==> src/rtl/ps2_host_tx_pkg.sv <==
// Shared PS/2 definitions: frame geometry, synchronizer depth, state encoding
// and command codes, used by both the host transmitter and the keyboard receiver.
package ps2_pkg;

  localparam int PS2_FRAME_BITS  = 10;
  localparam int PS2_SYNC_STAGES = 2;

  localparam logic [7:0] PS2_CMD_SET_LEDS = 8'hED;
  localparam logic [7:0] PS2_CMD_RESET    = 8'hFF;
  localparam logic [7:0] PS2_CMD_ENABLE   = 8'hF4;
  localparam logic [7:0] PS2_ACK_BYTE     = 8'hFA;

  localparam logic [5:0] ST_IDLE      = 6'b000001;
  localparam logic [5:0] ST_INHIBIT   = 6'b000010;
  localparam logic [5:0] ST_REQ       = 6'b000100;
  localparam logic [5:0] ST_SEND      = 6'b001000;
  localparam logic [5:0] ST_ACK       = 6'b010000;
  localparam logic [5:0] ST_WAIT_IDLE = 6'b100000;

  typedef enum logic [5:0] {
    S_IDLE      = ST_IDLE,
    S_INHIBIT   = ST_INHIBIT,
    S_REQ       = ST_REQ,
    S_SEND      = ST_SEND,
    S_ACK       = ST_ACK,
    S_WAIT_IDLE = ST_WAIT_IDLE
  } ps2_tx_state_t;

  // {stop, odd parity, data} shifted out LSB first after the start bit
  function automatic logic [PS2_FRAME_BITS-1:0] ps2_build_frame(input logic [7:0] data);
    return {1'b1, ~^data, data};
  endfunction

endpackage

==> src/rtl/ps2_host_tx_if.sv <==
// Command handshake and status between game logic (master) and the PS/2 transmitter (slave).
interface ps2_host_tx_if;
  logic [7:0] tx_data;
  logic       tx_valid;
  logic       tx_ready;
  logic       busy;
  logic       done;
  logic       error;

  modport master (output tx_data, tx_valid, input tx_ready, busy, done, error);
  modport slave  (input tx_data, tx_valid, output tx_ready, busy, done, error);
endinterface

==> src/rtl/ps2_host_tx_line_sync.sv <==
// Synchronizes the raw PS/2 clock and data pins and produces a registered
// one-cycle pulse on each falling edge of the synchronized clock.
module ps2_line_sync
  import ps2_pkg::*;
(
  input  logic clk,
  input  logic reset,
  input  logic ps2_clk_in,
  input  logic ps2_dat_in,
  output logic clk_sync,
  output logic dat_sync,
  output logic clk_fall
);

  logic [PS2_SYNC_STAGES-1:0] clk_ff;
  logic [PS2_SYNC_STAGES-1:0] dat_ff;
  logic                       clk_prev;

  assign clk_sync = clk_ff[PS2_SYNC_STAGES-1];
  assign dat_sync = dat_ff[PS2_SYNC_STAGES-1];

  // idle bus is high, so reset to 1 to avoid a false edge on release
  always_ff @(posedge clk) begin
    if (reset) begin
      clk_ff   <= '1;
      dat_ff   <= '1;
      clk_prev <= 1'b1;
      clk_fall <= 1'b0;
    end else begin
      clk_ff   <= {clk_ff[PS2_SYNC_STAGES-2:0], ps2_clk_in};
      dat_ff   <= {dat_ff[PS2_SYNC_STAGES-2:0], ps2_dat_in};
      clk_prev <= clk_sync;
      clk_fall <= clk_prev & ~clk_sync;
    end
  end

endmodule

==> src/rtl/ps2_host_tx.sv <==
// Host-to-device PS/2 transmitter: inhibit, request-to-send, 8 data bits,
// odd parity, stop, then device ACK, over open-drain clock/data lines.
//
//   state     | meaning
//   ----------+-------------------------------------------------------
//   IDLE      | lines released, ready for a command byte
//   INHIBIT   | clock held low for INHIBIT_CYCLES
//   REQ       | clock and data both low (request-to-send)
//   SEND      | clock released, shift frame bits on device clock falls
//   ACK       | sample device ACK bit on the next clock fall
//   WAIT_IDLE | wait for both lines high, then report the result
module ps2_host_tx
  import ps2_pkg::*;
#(
  parameter int INHIBIT_CYCLES = 6000,
  parameter int TIMEOUT_CYCLES = 1000000
) (
  input  logic          clk,
  input  logic          reset,
  ps2_host_tx_if.slave  tx,
  input  logic          ps2_clk_in,
  input  logic          ps2_dat_in,
  output logic          ps2_clk_oe,
  output logic          ps2_dat_oe
);

  localparam int INH_W = $clog2(INHIBIT_CYCLES + 1);
  localparam int WD_W  = $clog2(TIMEOUT_CYCLES + 1);

  ps2_tx_state_t             state;
  logic [PS2_FRAME_BITS-1:0] frame;
  logic [3:0]                bit_idx;
  logic [INH_W-1:0]          inh_cnt;
  logic [WD_W-1:0]           wd_cnt;
  logic                      nack;

  logic clk_sync;
  logic dat_sync;
  logic clk_fall;
  logic wd_active;
  logic wd_zero;

  ps2_line_sync u_line_sync (
    .clk        (clk),
    .reset      (reset),
    .ps2_clk_in (ps2_clk_in),
    .ps2_dat_in (ps2_dat_in),
    .clk_sync   (clk_sync),
    .dat_sync   (dat_sync),
    .clk_fall   (clk_fall)
  );

  assign wd_active = (state == S_SEND) || (state == S_ACK) || (state == S_WAIT_IDLE);
  assign wd_zero   = (wd_cnt == '0);

  always_ff @(posedge clk) begin
    if (reset) begin
      state       <= S_IDLE;
      frame       <= '0;
      bit_idx     <= '0;
      inh_cnt     <= '0;
      wd_cnt      <= '0;
      nack        <= 1'b0;
      ps2_clk_oe  <= 1'b0;
      ps2_dat_oe  <= 1'b0;
      tx.tx_ready <= 1'b1;
      tx.busy     <= 1'b0;
      tx.done     <= 1'b0;
      tx.error    <= 1'b0;
    end else begin
      tx.done  <= 1'b0;
      tx.error <= 1'b0;
      if (wd_active && wd_zero) begin
        // device stopped clocking: abandon the frame
        ps2_clk_oe <= 1'b0;
        ps2_dat_oe <= 1'b0;
        tx.error   <= 1'b1;
        tx.busy    <= 1'b0;
        state      <= S_IDLE;
      end else begin
        case (state)
          S_IDLE: begin
            ps2_clk_oe  <= 1'b0;
            ps2_dat_oe  <= 1'b0;
            tx.busy     <= 1'b0;
            tx.tx_ready <= 1'b1;
            if (tx.tx_valid && tx.tx_ready) begin
              frame       <= ps2_build_frame(tx.tx_data);
              inh_cnt     <= INH_W'(INHIBIT_CYCLES - 1);
              bit_idx     <= '0;
              wd_cnt      <= '0;
              nack        <= 1'b0;
              tx.tx_ready <= 1'b0;
              state       <= S_INHIBIT;
            end
          end
          S_INHIBIT: begin
            ps2_clk_oe <= 1'b1;
            tx.busy    <= 1'b1;
            if (inh_cnt == '0) begin
              ps2_dat_oe <= 1'b1;
              state      <= S_REQ;
            end else begin
              inh_cnt <= inh_cnt - 1'b1;
            end
          end
          S_REQ: begin
            ps2_clk_oe <= 1'b0;
            bit_idx    <= '0;
            wd_cnt     <= WD_W'(TIMEOUT_CYCLES - 1);
            state      <= S_SEND;
          end
          S_SEND: begin
            wd_cnt <= wd_cnt - 1'b1;
            if (clk_fall) begin
              ps2_dat_oe <= ~frame[bit_idx];
              if (bit_idx == 4'(PS2_FRAME_BITS - 1)) state <= S_ACK;
              else bit_idx <= bit_idx + 1'b1;
            end
          end
          S_ACK: begin
            wd_cnt <= wd_cnt - 1'b1;
            if (clk_fall) begin
              nack  <= dat_sync;
              state <= S_WAIT_IDLE;
            end
          end
          S_WAIT_IDLE: begin
            wd_cnt <= wd_cnt - 1'b1;
            if (clk_sync && dat_sync) begin
              tx.done  <= ~nack;
              tx.error <= nack;
              tx.busy  <= 1'b0;
              state    <= S_IDLE;
            end
          end
          default: begin
            ps2_clk_oe <= 1'b0;
            ps2_dat_oe <= 1'b0;
            state      <= S_IDLE;
          end
        endcase
      end
    end
  end

endmodule

==> src/flat_wrapper.sv <==
// flat-port wrapper written by rule: the top's interface ports become plain ports
module ps2_host_tx_flat import ps2_pkg::*;
#(
  parameter int INHIBIT_CYCLES = 6000,
  parameter int TIMEOUT_CYCLES = 1000000
)
  (clk, reset, ps2_clk_in, ps2_dat_in, ps2_clk_oe, ps2_dat_oe, tx_tx_data, tx_tx_valid, tx_tx_ready, tx_busy, tx_done, tx_error);
  ps2_host_tx_if tx_i ();
  input  logic clk;
  input  logic reset;
  input  logic ps2_clk_in;
  input  logic ps2_dat_in;
  output logic ps2_clk_oe;
  output logic ps2_dat_oe;
  input wire logic [$bits(tx_i.tx_data)-1:0] tx_tx_data;
  input wire logic [$bits(tx_i.tx_valid)-1:0] tx_tx_valid;
  output wire logic [$bits(tx_i.tx_ready)-1:0] tx_tx_ready;
  output wire logic [$bits(tx_i.busy)-1:0] tx_busy;
  output wire logic [$bits(tx_i.done)-1:0] tx_done;
  output wire logic [$bits(tx_i.error)-1:0] tx_error;
  assign tx_i.tx_data = tx_tx_data;
  assign tx_i.tx_valid = tx_tx_valid;
  assign tx_tx_ready = tx_i.tx_ready;
  assign tx_busy = tx_i.busy;
  assign tx_done = tx_i.done;
  assign tx_error = tx_i.error;
  ps2_host_tx #(.INHIBIT_CYCLES(INHIBIT_CYCLES), .TIMEOUT_CYCLES(TIMEOUT_CYCLES)) u_core (.clk(clk), .reset(reset), .tx(tx_i), .ps2_clk_in(ps2_clk_in), .ps2_dat_in(ps2_dat_in), .ps2_clk_oe(ps2_clk_oe), .ps2_dat_oe(ps2_dat_oe));
endmodule
==> config.mk <==
export PLATFORM = sky130hd
export DESIGN_NAME = ps2_host_tx_flat
export DESIGN_NICKNAME = d
export VERILOG_FILES = /design/src/rtl/ps2_host_tx_pkg.sv /design/src/rtl/ps2_host_tx_if.sv /design/src/rtl/ps2_host_tx_line_sync.sv /design/src/rtl/ps2_host_tx.sv /design/src/flat_wrapper.sv
export SDC_FILE = /design/constraint.sdc
export NUM_CORES = 1
export LEC_CHECK = 0
export BUFFER_PORTS_ARGS = -buffer_cell sky130_fd_sc_hd__buf_2
export CAP_MARGIN = 10
export CORE_MARGIN = 2
export CORE_UTILIZATION = 55
export CTS_CLUSTER_DIAMETER = 30
export DETAILED_ROUTE_END_ITERATION = 7
export PLACE_DENSITY = 0.76
export REMOVE_ABC_BUFFERS = 1
export SYNTH_ARGS = -nofsm -noshare
export SYNTH_HDL_FRONTEND = slang
export SYNTH_SLANG_ARGS = --single-unit
==> constraint.sdc <==
create_clock -name clk -period 2.3 [get_ports clk]
set_clock_uncertainty 0.05 [all_clocks]
set_input_delay 0.46 -clock clk [delete_from_list [all_inputs] [get_ports clk]]
set_output_delay 0.46 -clock clk [all_outputs]
set_load 0.05 [all_outputs]
**Word-level counts from Yosys, hierarchy flattened**

Cells that the tools add are included.

- Bitwise operators: 8
- Equality and inequality tests: 15
- Reductions and logical operators: 26
- Multiplexer cells: 31
- $lt $le $gt $ge: 1
- $add $sub $neg: 3

Operators with widths:

| kind | count |
|---|---|
| 20-bit case mux with 3 select lines | 1 |
| 6-bit 2-to-1 mux | 6 |
| 6-bit case mux with 6 select lines | 1 |
| 13-bit 2-to-1 mux | 2 |
| 13-bit case mux with 2 select lines | 1 |
| 20-bit zero test | 1 |
| 20-bit 2-to-1 mux | 1 |
| 20-bit by 1-bit subtractor with 20-bit output (second input constant) | 1 |
| 13-bit zero test | 1 |
| 13-bit by 1-bit subtractor with 13-bit output (second input constant) | 1 |
| 4-bit 2-to-1 mux | 3 |
| 2-bit != test (second input constant) | 6 |
| 4-bit case mux with 3 select lines | 1 |
| 1-bit 2-to-1 mux | 10 |
| 3-bit AND reduction | 3 |
| 3-bit nonzero test | 3 |
| 4-bit AND reduction | 2 |
| 8-bit XNOR reduction | 1 |
| 1-bit inverter | 7 |
| 6-bit by 1-bit == test with 1-bit output (second input constant) | 1 |
| 6-bit by 2-bit == test with 1-bit output (second input constant) | 1 |
| 6-bit by 3-bit == test with 1-bit output (second input constant) | 1 |
| 6-bit by 4-bit == test with 1-bit output (second input constant) | 1 |
| 6-bit by 5-bit == test with 1-bit output (second input constant) | 1 |
| 18 further kinds | 27 |

- Register bits after elaboration: 66
- Output and inout port bits: 6
- Word-level logic and storage cells: 100

**Logic depth before layout (Yosys ltp)**

Gate-level depths: netlist (run 1).

- Word-level depth: 6
- Depth in mapped cells: 8
- Depth with buffers taken out: 7

**Modules after synthesis**

A second synthesis (run 1) with hierarchy kept.

- Cells, all modules: 433
- Area total of the unflattened synthesis: 3539.6 um^2

By module, submodules not included:

| module | cells an instance | times used | area each (um^2) | seq. area each (um^2) |
|---|---|---|---|---|
| ps2_host_tx | 421 | 1 | 3380.7 | 1201.2 |
| ps2_line_sync | 12 | 1 | 158.9 | 120.1 |

**Least setup slack after synthesis (run 1)**

OpenSTA, ideal clock, no wires.

- Path kind: reg-to-reg
- Start: reg u_core.wd_cnt[4]
- End: reg u_core.wd_cnt[12]
- Clock period less this slack: 2.215 ns
- Stages on the path, launching flop included: 7
- Setup time: 0.058 ns
- Data arrival time: 2.107 ns
- Setup slack: 0.085 ns
- Path through: dfxtp_1 -> or4_4 -> or3b_4 -> o31a_1 -> buf_4 -> a311oi_2 -> a31o_2

- Cells in the longest elaborated chain, start to end: 4
- Elaborated cells on any way between the ends: 6
- Classes of those cells: 1 x add/sub; 1 x mux; 1 x bitwise; 3 x reduce/logical

Ends and longest elaborated chain:

| item | line | RTL |
|---|---|---|
| from (decl) | ps2_host_tx.sv:34 | `logic [WD_W-1:0] wd_cnt;` |
| from (signal assigned) | ps2_host_tx.sv:110 | `wd_cnt <= WD_W'(TIMEOUT_CYCLES - 1);` |
| from (signal assigned) | ps2_host_tx.sv:114 | `wd_cnt <= wd_cnt - 1'b1;` |
| from (signal assigned) | ps2_host_tx.sv:122 | `wd_cnt <= wd_cnt - 1'b1;` |
| branches (longest 4 deep; another with 20-bit by 1-bit subtractor with 20-bit output) | -- |  |

Several ways; the timed one is not identified.
A chain may end at the register's enable or synchronous reset.

**Final worst setup path (run 1)**

- Start: reg u_core.wd_cnt[7]
- End: reg u_core.wd_cnt[16]

The elaborated chain is that of the path after synthesis.

==> reports/results.ini, run 1 <==
[cts]
clk_pin_slew_ns=0.07
clock_sinks=66
numCtsBuffers=9
h-tree-depth=3
cts_tree=yes
clk_path_buf_depth=2
cts_root_buffer=clkbuf_8
insertion_delay_ns=0.36
ctsHoldBuffers=0

[finish]
nets=492
drive_above_1_share_pct=22.6
area.growth.synth_to_final_pct=19.8
fin_area_um2=4220
post-route-util_pct=67.3
antennaDiodeCount=0
final_cell_count_no_fill=555

[synthesis]
ys_seq_elements=66
ys_types=64
synthCells=421
synth-async-reset-ratio_pct=0
yosysTopAreaCell=dfxtp_1
synth_ff_type=dfxtp_1
synth_area_um2=3520
synth.area.top_cells=dfxtp_1, a21oi_1, nor2_1
yosysMostFrequentCell=dfxtp_1
ys.warnings.count=0
avgSynthCellArea_um2=8.37
synth-edff-count=0
synthTopCellsByCount=dfxtp_1, a21oi_1, nor2_1
synth_top_area_share_pct=37.5
yosysSeqAreaShare_pct=37.5

[drt]
drt-vias-per-instance=6.29
drt_iter0_markers=300
drc=0
antenna_left=0
wl_met2_mm=4.37
dr.pass1.iters=5
wl_met3_um=499
wl_met1_mm=3.93
post_drt_wl_per_cell_um=16.2
totalWireLength_mm=8.99
top_layer=met4
vias=3492

[place]
io_buffers=18
dp.cells=536
place_area_um2=3950
hpwl_mm=6.51
finalWeightedCongestion=0.893

[die]
start_util_pct=56.1
die_width_um=84.1
rows=29
die_area_um2=7060
die_h_um=84.1
core_um2=6280
ios=19

[grt]
grt_overflow=0
grt_pass1_wl_mm=15.2
grtUsageTotal_pct=26.8
grt_max_degree=28
grt_pass1_vias=3225
antenna_found_initial=0

[outcome]
status=finished, final reports clean

[timing]
fin_crit_ns=2.26
tightest_slew_ns=0.593
drv_slew=0
rsz0062_at_grt=yes
relSlewSlack_pct=60.0
hold_viol=0
timing.fmax_mhz=443
setup_viol=0
final.period_utilization_pct=98.2

[pwr]
power.leakage_nw=1.68
power_density_nw_per_um2=1070
power_w=0.00454
ir_drop_v=0.000671

[critical_path]
crit_path_end_kind=flop
required_ns=2.54
cp_data_arrival_time_ns=2.50
critPathMaxFanout=5
criticalPathCategory=flop to flop
start_kind=flop

[job]
drv_cap=0

[worst_hold_path]
hold_class=input pin to flop

layout make-up:
class / instances / area [µm²]
Tap cell: 77 / 96.3
Timing Repair Buffer: 64 / 452
Multi-Input combinational cell: 318 / 2080
Clock buffer: 13 / 169
Inverter: 14 / 52.6
Fill cell: 491 / 2060
Clock inverter: 3 / 46.3
Sequential cell: 66 / 1320
state kept, by name, summed over array words and instances, names as in the netlist:
signal,flops
u_core.wd_cnt,20
u_core.inh_cnt,13
u_core.frame,10
u_core.state,6
u_core.bit_idx,4
u_core.u_line_sync.clk_ff,2
u_core.u_line_sync.dat_ff,2
u_core.nack,1
u_core.ps2_clk_oe,1
u_core.ps2_dat_oe,1
u_core.tx.busy,1
u_core.tx.done,1
u_core.tx.error,1
u_core.tx.tx_ready,1
u_core.u_line_sync.clk_fall,1
u_core.u_line_sync.clk_prev,1
metal layers:
metal,track usage [%],vias up
met4,11.1,0
li1,-,1698
met2,43.9,122
met1,34.1,1652
met3,6.03,20
met5,0,-
where the power goes:
part | internal (W) | total, W | switching [W]
sequential | 0.00130 | 0.00147 | 0.000172
clock | 0.000592 | 0.00104 | 0.000453
combinational | 0.000916 | 0.00202 | 0.00110
total | 0.00281 | 0.00454 | 0.00173
placed cells by master, fill, tap and decap left out, types with 3 or more instances in the layout:
cell type and count:
or3_1 4, o221a_2 4, nor4_1 4, o31ai_1 12
nand2b_1 7, nor3b_1 4, nor2_1 37, xnor2_1 9
buf_2 18, a41oi_1 3, a21oi_1 42, clkbuf_8 12
ha_1 6, a211o_1 3, nand4_1 12, nand3b_1 5
or4_1 8, a211oi_1 6, nand3_1 12, dfxtp_1 66
a31oi_1 5, nor3_1 18, o21ai_0 14, o211a_1 5
and4_1 3, nor4b_1 3, mux2i_1 4, o211ai_1 3
buf_4 44, a311oi_1 4, inv_1 13, or2_2 5
and2_1 3, nand2_1 33
path summary, 6_finish.rpt:
kind	startpoint	endpoint	slack (ns)	cells past startpoint
setup reg to reg	u_core.wd_cnt[7]$_SDFFE_PP0P_	u_core.wd_cnt[16]$_SDFFE_PP0P_	0.04	5
setup / recovery	u_core.wd_cnt[7]$_SDFFE_PP0P_	u_core.wd_cnt[16]$_SDFFE_PP0P_	0.04	5
hold reg to reg	u_core.u_line_sync.clk_prev$_SDFF_PP1_	u_core.u_line_sync.clk_fall$_SDFF_PP0_	0.36	2
hold / removal	ps2_dat_in	u_core.u_line_sync.dat_ff[0]$_SDFF_PP1_	0.23	2
critical path, cell delays in order, from the launching register on:
cell and delay [ns]:
dfxtp_1 0.33, or4_4 0.53, or3b_4 0.42, o31a_1 0.32
o21ai_0 0.26, o221a_2 0.28
cells by family (layout without fill, tap and decap cells):
group | count (synthesis) | count (layout) | share of synthesized area [%]
buf+inv | 37 | 94 | 4.33
flops | 66 | 66 | 37.5
xor+xnor | 10 | 10 | 2.49
compound gates | 122 | 122 | 24.4
fa+ha+maj | 6 | 6 | 2.13
simple gates | 173 | 173 | 26.5
mux | 7 | 7 | 2.73
through the flow:
| step | TNS [ns] | hold WS, ns | setup WS, ns |
|---|---|---|---|
| after detailed placement | 0 | 0.352 | 0.0169 |
| final | 0 | 0.233 | 0.0413 |
| after CTS | 0 | 0.222 | 0.0199 |
| after floorplan | -4.47 | 0.339 | -0.363 |
| after global placement | 0 | 0.344 | 0.0801 |
| after global routing | -0.269 | 0.229 | -0.0496 |
repair_timing:
action / 4_1_cts / 5_1_grt
gates cloned: 0 / 0
gates resized for setup: 1 / 6
endpoints found under the setup margin: 1 / 15
setup buffers: 0 / 3
pin swaps: 0 / 3
Note: power is estimated with default switching activity, not from simulation.
==> inputs of run 2 (changes only) <==
--- a/config.mk
+++ b/config.mk
@@ -5,13 +5,14 @@
 export SDC_FILE = /design/constraint.sdc
 export NUM_CORES = 1
 export LEC_CHECK = 0
+export ABC_AREA = 1
 export BUFFER_PORTS_ARGS = -buffer_cell sky130_fd_sc_hd__buf_2
 export CAP_MARGIN = 10
 export CORE_MARGIN = 2
-export CORE_UTILIZATION = 55
+export CORE_UTILIZATION = 56
 export CTS_CLUSTER_DIAMETER = 30
 export DETAILED_ROUTE_END_ITERATION = 7
-export PLACE_DENSITY = 0.76
+export PLACE_DENSITY = 0.77
 export REMOVE_ABC_BUFFERS = 1
 export SYNTH_ARGS = -nofsm -noshare
 export SYNTH_HDL_FRONTEND = slang
==> run 2 against run 1 <==
Against the previous run: non-clock buffer count fell by 38; setup slack improved by 0.23 ns; synthesized area rose by 11%; design area rose by 1.9%; synthesized cell count rose by 48%; first-iteration DRC count fell by 21%; clock power rose by 4%; largest cell class unchanged; core utilization fell by 3.9 points; critical path depth rose by 3; global-route usage fell by 1.3 points; critical path type unchanged; hold slack got worse by 0.0014 ns; die area rose by 8.9%.
==> reports/results.ini, run 2 <==
[timing]
hold_ws_ns=0.232
rsz0062_at_grt=no
tns_ns=0
setup_viol=0
hold_viol=0
tightest_slew_ns=0.442
timing.fmax_mhz=493
relSlewSlack_pct=70.5
final.period_utilization_pct=88.2
fin_ws_ns=0.270
fin_crit_ns=2.03
drv_slew=0

[drt]
dr.pass1.iters=5
vias=3837
drc=0
drt_iter0_markers=238
totalWireLength_mm=9.14
post_drt_wl_per_cell_um=12.3
antenna_left=0
drt-vias-per-instance=5.19

[cts]
insertion_delay_ns=0.36
post-cts-setup-buffers=0
cts_root_buffer=clkbuf_8
numCtsBuffers=9
ctsHoldBuffers=0
cts_resized=0
cts_tree=yes
clock_sinks=66
h-tree-depth=3
clk_pin_slew_ns=0.08
clk_path_buf_depth=2

[grt]
grtUsageTotal_pct=25.6
grt_max_degree=23
antenna_found_initial=0
grt_overflow=0
grt_pass1_wl_mm=15.7
grt_pass1_vias=3541

[synthesis]
synthTopCellsByCount=nand2_1, nor2_1, dfxtp_1
ys_seq_elements=66
yosysMostFrequentCell=nand2_1
synthCells=622
avgSynthCellArea_um2=6.31
ys.warnings.count=0
yosysSeqAreaShare_pct=33.7
synth-async-reset-ratio_pct=0
yosysTopAreaCell=dfxtp_1
synth_area_um2=3930
synth_ff_type=dfxtp_1
synth_top_area_share_pct=33.7
synth-edff-count=0
ys_types=29
synth.area.top_cells=dfxtp_1, nand2_1, nor2_1

[critical_path]
start_kind=flop
required_ns=2.54
crit_chain=nor2_4 -> nand3_2 -> nand3_2 -> nand2_2 -> nand3_2 -> nand2_1 -> nand2_1 -> nor2_1
critPathMaxFanout=21
cp_data_arrival_time_ns=2.27
regToRegSetupSlack_ns=0.27
slowest_delay_ns=0.43
cp_slowest_cell=dfxtp_1
cp_num_buf_inv=0
crit_top_cell=nand3_2
criticalPathCategory=flop to flop
crit_family=simple AND/OR/NAND/NOR gates
crit_path_end_kind=flop

[die]
core_um2=6790
ios=19
die_width_um=87.7
rows=30
start_util_pct=57.8
die_area_um2=7690
die_h_um=87.7

[job]
drv_cap=0

[place]
dp.cells=725
hpwl_mm=6.68
pre_cts_ws_ns=0.305
place_area_um2=4090
finalWeightedCongestion=0.910
io_buffers=18

[outcome]
status=finished, final reports clean

[finish]
nets=659
antennaDiodeCount=0
nFillCells=621
largest_register=u_core.wd_cnt
drive_above_1_share_pct=10.4
final_cell_mix=nand2_1, nor2_1, dfxtp_1, inv_1, nand3_1
area.growth.synth_to_final_pct=9.60
largest_reg_flops=20
fin_area_um2=4300
final_common_cell=nand2_1
reg.largest.list=u_core.wd_cnt x20, u_core.inh_cnt x13, u_core.frame x10
final_cell_count_no_fill=740

[pwr]
power.leakage_nw=2.04
ir_drop_v=0.000866
power_density_nw_per_um2=1250

[worst_hold_path]
hold_class=input pin to flop

## run 2: cell count changes after synthesis, sizes merged, moves of 10 or more
cell and delta:
nand2 +126, nor2 +101, nand3 +50, inv +47, nor3 -13, o31ai -13, clkbuf -10
## run 2: final timing paths
kind | startpoint | endpoint | cells past startpoint
max | u_core.state[5]$_SDFFE_PP0P_ | u_core.wd_cnt[5]$_SDFFE_PP0P_ | 8
min reg2reg | u_core.u_line_sync.dat_ff[0]$_SDFF_PP1_ | u_core.u_line_sync.dat_ff[1]$_SDFF_PP1_ | 1
min | ps2_clk_in | u_core.u_line_sync.clk_ff[0]$_SDFF_PP1_ | 2
max reg2reg | u_core.state[5]$_SDFFE_PP0P_ | u_core.wd_cnt[5]$_SDFFE_PP0P_ | 8
## run 2: power by group
| group | internal (W) | switching [W] |
|---|---|---|
| clock network | 0.000607 | 0.000475 |
| registers | 0.00138 | 0.000195 |
| logic | 0.000908 | 0.00183 |
## run 2: area by class of cell
class / instances / area, µm² / share of cell area, %
clock buffer: 9 / 124 / 2.88
clock inverter: 6 / 92.6 / 2.15
inverter: 60 / 225 / 5.24
multi-input combinational: 477 / 2270 / 52.7
sequential: 66 / 1320 / 30.7
tap: 96 / 120 / 2.79
timing repair buffer: 26 / 150 / 3.49
## run 2: worst reg2reg max path, stage by stage (launching register included)
cell and delay (ns):
dfxtp_1 0.43, nor2_4 0.09, nand3_2 0.16, nand3_2 0.28, nand2_2 0.22, nand3_2 0.37
nand2_1 0.20, nand2_1 0.07, nor2_1 0.09
## run 2: routing by layer
metal	vias to the layer above	track usage [%]	part of all wire [%]
met1	1726	33.1	47
met3	18	5.09	4.6
met2	84	42.1	46
met4	0	9.51	1.8
met5	-	0	0
li1	2009	-	-
## run 2: metrics by stage
stage	utilization (%)	total power, W
floorplan	-	0.00366
CTS	63.3	0.00540
detailed placement	60.1	0.00431
finish	63.3	0.00539
global placement	60.1	0.00424
global route	63.3	0.00590
## run 2: kinds of logic (layout without fill, tap and decap cells)
logic type / after synthesis / count (layout) / share of synthesized area, %
fa+ha+maj: 6 / 6 / 1.91
xor+xnor: 18 / 18 / 4.02
buf+inv: 79 / 101 / 8.54
compound gates: 66 / 66 / 8.89
simple gates: 387 / 387 / 43.0
flops: 66 / 66 / 33.7
